--- src/rtl/tree_node_walker.sv ---
// -----------------------------------------------------------------------------
// tree_node_walker
//
// Walks a decision tree held in an external node RAM. Starting at a root
// address, each internal node requests one MAC accumulation. The returned
// value is compared (unsigned) against the node threshold to pick the next
// child. A leaf ends the walk and reports its class label. A walk that
// evaluates MAX_DEPTH internal nodes without reaching a leaf ends with error.
//
// Node word layout, MSB to LSB:
//   is_leaf[1] | threshold[ACC_WIDTH] | left[NODE_ADDR_WIDTH] |
//   right[NODE_ADDR_WIDTH] | class[CLASS_WIDTH]
//
// Ports:
//   clk, rst     clock, synchronous active-high reset
//   start        begin a walk (sampled only while idle)
//   root_addr    first node address, sampled with start
//   node_rd      node RAM read strobe; node_data is valid the next cycle
//   node_addr    node RAM address
//   node_data    node RAM read data
//   mac_start    one-cycle MAC request
//   mac_node     node whose coefficients the MAC uses, held until response
//   acc_in       MAC result, sampled only with acc_valid while waiting
//   acc_valid    MAC result strobe
//   busy         walk in progress
//   done         one-cycle completion pulse
//   error        depth limit reached (held until next start)
//   class_out    leaf class (held until next start)
//   depth_out    internal nodes traversed (held until next start)
// -----------------------------------------------------------------------------
module tree_node_walker #(
  parameter int ACC_WIDTH       = 20,
  parameter int NODE_ADDR_WIDTH = 8,
  parameter int CLASS_WIDTH     = 4,
  parameter int MAX_DEPTH       = 16,
  localparam int NODE_W = 1 + ACC_WIDTH + 2 * NODE_ADDR_WIDTH + CLASS_WIDTH
) (
  input  logic                       clk,
  input  logic                       rst,
  input  logic                       start,
  input  logic [NODE_ADDR_WIDTH-1:0] root_addr,
  output logic                       node_rd,
  output logic [NODE_ADDR_WIDTH-1:0] node_addr,
  input  logic [NODE_W-1:0]          node_data,
  output logic                       mac_start,
  output logic [NODE_ADDR_WIDTH-1:0] mac_node,
  input  logic [ACC_WIDTH-1:0]       acc_in,
  input  logic                       acc_valid,
  output logic                       busy,
  output logic                       done,
  output logic                       error,
  output logic [CLASS_WIDTH-1:0]     class_out,
  output logic [4:0]                 depth_out
);

  typedef enum logic [2:0] {
    S_IDLE,
    S_FETCH,
    S_LATCH,
    S_MREQ,
    S_MWAIT,
    S_DONE
  } state_t;

  state_t r_state;
  state_t w_next;

  logic [NODE_ADDR_WIDTH-1:0] r_cur;
  logic [4:0]                 r_depth;
  logic [ACC_WIDTH-1:0]       r_thr;
  logic [NODE_ADDR_WIDTH-1:0] r_left;
  logic [NODE_ADDR_WIDTH-1:0] r_right;
  logic                       r_error;
  logic [CLASS_WIDTH-1:0]     r_class;

  // Node word field extraction.
  logic                       w_is_leaf;
  logic [ACC_WIDTH-1:0]       w_thr;
  logic [NODE_ADDR_WIDTH-1:0] w_left;
  logic [NODE_ADDR_WIDTH-1:0] w_right;
  logic [CLASS_WIDTH-1:0]     w_class;
  logic                       w_depth_hit;

  assign w_is_leaf   = node_data[NODE_W-1];
  assign w_thr       = node_data[NODE_W-2 -: ACC_WIDTH];
  assign w_left      = node_data[2*NODE_ADDR_WIDTH+CLASS_WIDTH-1 -: NODE_ADDR_WIDTH];
  assign w_right     = node_data[NODE_ADDR_WIDTH+CLASS_WIDTH-1 -: NODE_ADDR_WIDTH];
  assign w_class     = node_data[CLASS_WIDTH-1:0];
  assign w_depth_hit = (r_depth == 5'(MAX_DEPTH));

  // State register.
  // NOTE: sequential state uses non-blocking assignments so every flop
  // samples pre-edge values regardless of process evaluation order.
  always_ff @(posedge clk) begin
    if (rst) r_state <= S_IDLE;
    else     r_state <= w_next;
  end

  // Next-state and Moore outputs. Strobes are decoded from the state, so
  // node_rd (FETCH) and mac_start (MREQ) can never coincide.
  // NOTE: every output gets a default before the case, so no path through
  // this block leaves a variable unassigned and no latch is inferred.
  always_comb begin
    w_next    = r_state;
    node_rd   = 1'b0;
    node_addr = '0;
    mac_start = 1'b0;
    mac_node  = '0;
    done      = 1'b0;
    busy      = (r_state != S_IDLE);
    case (r_state)
      S_IDLE: begin
        if (start) w_next = S_FETCH;
      end
      S_FETCH: begin
        node_rd   = 1'b1;
        node_addr = r_cur;
        w_next    = S_LATCH;
      end
      S_LATCH: begin
        if (w_is_leaf || w_depth_hit) w_next = S_DONE;
        else                          w_next = S_MREQ;
      end
      S_MREQ: begin
        mac_start = 1'b1;
        mac_node  = r_cur;
        w_next    = S_MWAIT;
      end
      S_MWAIT: begin
        mac_node = r_cur;
        if (acc_valid) w_next = S_FETCH;
      end
      S_DONE: begin
        done   = 1'b1;
        w_next = S_IDLE;
      end
      default: w_next = S_IDLE;
    endcase
  end

  // Walk datapath: current node, depth, latched node fields and results.
  always_ff @(posedge clk) begin
    if (rst) begin
      r_cur   <= '0;
      r_depth <= '0;
      r_thr   <= '0;
      r_left  <= '0;
      r_right <= '0;
      r_error <= 1'b0;
      r_class <= '0;
    end else begin
      case (r_state)
        S_IDLE: begin
          if (start) begin
            r_cur   <= root_addr;
            r_depth <= '0;
            r_error <= 1'b0;
            r_class <= '0;
          end
        end
        S_LATCH: begin
          r_thr   <= w_thr;
          r_left  <= w_left;
          r_right <= w_right;
          if (w_is_leaf) begin
            r_class <= w_class;
          end else if (w_depth_hit) begin
            r_error <= 1'b1;
            r_class <= '0;
          end
        end
        S_MWAIT: begin
          if (acc_valid) begin
            // Unsigned compare; equality goes right.
            r_cur   <= (acc_in >= r_thr) ? r_right : r_left;
            r_depth <= r_depth + 5'd1;
          end
        end
        default: ;
      endcase
    end
  end

  assign error     = r_error;
  assign class_out = r_class;
  assign depth_out = r_depth;

endmodule

--- config.mk ---
export PLATFORM = sky130hd
export DESIGN_NAME = tree_node_walker
export DESIGN_NICKNAME = d
export VERILOG_FILES = /design/src/rtl/tree_node_walker.sv
export SDC_FILE = /design/constraint.sdc
export NUM_CORES = 1
export LEC_CHECK = 0
export ABC_AREA = 1
export CAP_MARGIN = 15
export CORE_UTILIZATION = 49
export CTS_CLUSTER_DIAMETER = 200
export CTS_CLUSTER_SIZE = 28
export DETAILED_ROUTE_END_ITERATION = 12
export GPL_TIMING_DRIVEN = 1
export PLACE_DENSITY = 0.9
export SLEW_MARGIN = 20
export SYNTH_ARGS = -nofsm -noshare
export SYNTH_HDL_FRONTEND = slang
export SYNTH_SLANG_ARGS = --single-unit
--- constraint.sdc ---
create_clock -name clk -period 2.94 [get_ports clk]
set_input_delay 0.882 -clock clk [delete_from_list [all_inputs] [get_ports clk]]
set_output_delay 0.882 -clock clk [all_outputs]
set_load 0.02 [all_outputs]
==> results.md <==
* Status: finished clean
* Post-synth EDFFs at 0
* Hold Buf Count CTS at 0
* Gr usage total at 25.5%
* DRT iter0 DRCs at 115
* Initial antenna violation count at 0
* Synth top area share at 38.0%
* Final net count at 626
* Share of cells above drive strength 1 at 7.09%
* Hold wc startpoint: r_thr[13]$_SDFFE_PP0P_
* ANT nets after route at 0
* CP Class: register to output port
* Cell count after synthesis at 427
* Multiplexer area fraction after synthesis at 0%
* Max-cap violations at 0
* Top post-synthesis cells by count: 78 x inv_1, 74 x nand2_1, 57 x a21oi_1, 57 x dfxtp_1, 38 x o21ai_0
* First-pass GRT wire length at 12500 um
* Simple-Gate Fraction of Synth Area at 21.1%
* Largest family of logic cells by synthesized area: simple AND/OR/NAND/NOR gates
* DR WL/cell at 12.4 um
* Cell Count, Final, Fillers Out at 611
* Fill count at 479
* Hold path cells at 2
* Critical Path RT at 2.06 ns
* Antenna diodes at 0
* Synth warn at 0
* Number of setup buffers added after CTS at 0
* CTS tree: built
* Max clock buf depth at 2
* CTS buffer count at 9
* Detailed Routing Iterations Pass 1 at 4
* Flop2flop setup slack at 1.01 ns
* Synth Area in Compound Gates at 19.2%
* Placed cell count at 595
* Setup TNS at 0 ns
* Die X-Extent at 80.3 um
* Die ar. at 0.00645 mm^2
* Crit-path max FO at 9
* Xor-xnor portion of the synthesized cell area at 0.292%
* Max Freq at 356 MHz
* Detailed placer's ending HPWL at 5840 um
* CTS H-tree lvls at 3
* Core Box Area at 0.00592 mm^2
* Clk root buf: clkbuf_8
* Initial Util at 50.7%
* Adder-cell share of the synthesized area at 9.17%
* DRC violation count after routing at 0
* Vias at 3039
* Chip height at 80.3 um
* Clock Latency Late Sink at 0.34 ns
* Sequential share of the synthesized area at 38.0%
* Mapped Avg Cell Area at 7.03 um^2
* WL final at 7590 um
* Number of global-route vias before repair at 2901
* Final setup fails at 0
* Max-slew headroom at 48.6%
* Asr flop ratio synth at 0%
* Hold Crit Endpoint: r_thr[13]$_SDFFE_PP0P_
* Top-count cell post-synth: inv_1
* Max Slew Vio Count at 0
* Max IR drop VDD at 327 uV
* HP Class: register to register
* Leak Pwr at 1.78 nW
* Worst R2R End: r_cur[0]$_SDFFE_PP0P_
* Critical Path AT at 1.93 ns
* PwrDens at 517 mW/mm^2
* Top FF cell, synth: dfxtp_1
* Top cells by area, synth: dfxtp_1 38%, inv_1 9.7%, a21oi_1 9.5%, nand2_1 9.2%, ha_1 9.2%
* Cells on worst reg2reg path at 12
* CP Capture Type: output port
* Syn_nets at 522
* Final core occ at 72.3%
* Mapped Area at 0.00300 mm^2
* Flops & latches, synth at 57
* CTS sink count at 57
* R2R Path Start: r_thr[19]$_SDFFE_PP0P_
* CP Launch Type: register
* Area grow syn2layout at 42.5%
* Site row count at 28
* Clk_skew at 0.00921 ns
* RSZ-0062 raised after global routing: false
* Tcrit/Tclk final at 95.6%
* Number of port buffers at 102
* Hold Vio Cnt, Final at 0
* GPL Wtd Cong at 0.878
* Final Power at 0.00221 W
* Pre-CTS WS at 0.0632 ns
* Drt via density at 4.97
* Cell taking the most area after synthesis: dfxtp_1
* Largest net degree at the start of global routing at 50
* # IOs at 103
* Final Critical Period at 2.81 ns
* Clock transition at path regs at 0.07 ns
* Grt total ovfl at 0
* Slew @ Worst Pin at 0.769 ns
* Yosys cell types at 31
* Final worst slack at 0.129 ns
layer usage:
layer | global-route usage [%] | vias up | wire (um)
li1 | - | 1577 | -
met1 | 28.9 | 1350 | 3200
met2 | 45.3 | 92 | 3890
met3 | 4.43 | 20 | 280
met4 | 13.2 | 0 | 220
met5 | 0 | - | 0
worst max-delay path by stage:
stage               slack [ns]                    end                    start
CTS                      0.007            mac_node[1]  r_state[1]$_SDFFE_PP0P_
global placement          0.14  r_cur[1]$_SDFFE_PP0P_               acc_in[19]
floorplan                 0.40           node_addr[0]  r_state[0]$_SDFFE_PP0P_
detailed placement        0.06  r_cur[0]$_SDFFE_PP0P_               acc_in[11]
finish                    0.13           node_addr[2]  r_state[0]$_SDFFE_PP0P_
global route              0.01           node_addr[3]  r_state[0]$_SDFFE_PP0P_
critical path: stages (launching register included):
cell and delay [ns]:
dfxtp_1 0.37, inv_1 0.10, nor3_2 0.21, clkinv_2 0.18, nor2_1 0.13, clkdlybuf4s50_1 0.61
power breakdown:
| group | leakage, nW | internal, W | switching, W |
|---|---|---|---|
| clock | 0.0850 | 0.000303 | 0.000331 |
| sequential | 0.465 | 0.000861 | 0.0000397 |
| combinational | 1.23 | 0.000296 | 0.000381 |
layout by cell type, fill, tap and decap left out, drive strengths merged:
cell type,count
nand3,17
or2,1
xor2,1
o21bai,1
buf,5
nand2,77
a21oi,57
o221ai,1
nor3,3
clkinv,6
o31ai,1
clkbuf,9
nor2,40
nand4,3
a211oi,1
nor3b,3
dfxtp,57
clkdlybuf4s50,102
a22oi,8
o21ai,39
ha,22
clkinvlp,2
inv,80
cell type report:
type                    instances  area [um^2]  share of cell area (%)
multi-input cells             275         1510                    35.2
flip-flops and latches         57         1140                    26.7
repair buffers                107         1060                    24.7
inverters                      81          305                    7.14
clock buffers                   9          124                    2.90
well taps                      75         93.8                    2.19
clock inverters                 7         47.5                    1.11
cells by family (layout without fill, tap and decap cells):
kind of cell	count (synthesis)	after routing
adders and majority gates	22	22
buffers and inverters	95	204
and+or+nand+nor	144	144
xor gates and xnor gates	1	1
DFF	57	57
AOI/OAI and AO/OA	108	108
registers in the layout (all words and copies together) (netlist names):
name	count
r_left	8
r_thr	20
depth_out	5
class_out	4
r_right	8
r_state	3
r_cur	8
error	1
through the flow:
stage	cell area, um^2	hold slack (ns)
6_report	4280	0.457
5_1_grt	4280	0.481
4_1_cts	4270	0.459
3_5_place_dp	4090	0.449
3_3_place_gp	4090	0.437
2_1_floorplan	3000	0.430
repair_timing:
item | 4_1_cts | 5_1_grt
gates resized for setup | 1 | 3
endpoints found under the hold margin | 0 | 0
setup endpoints to repair | 8 | 16
Note: power is estimated with default switching activity, not from simulation.
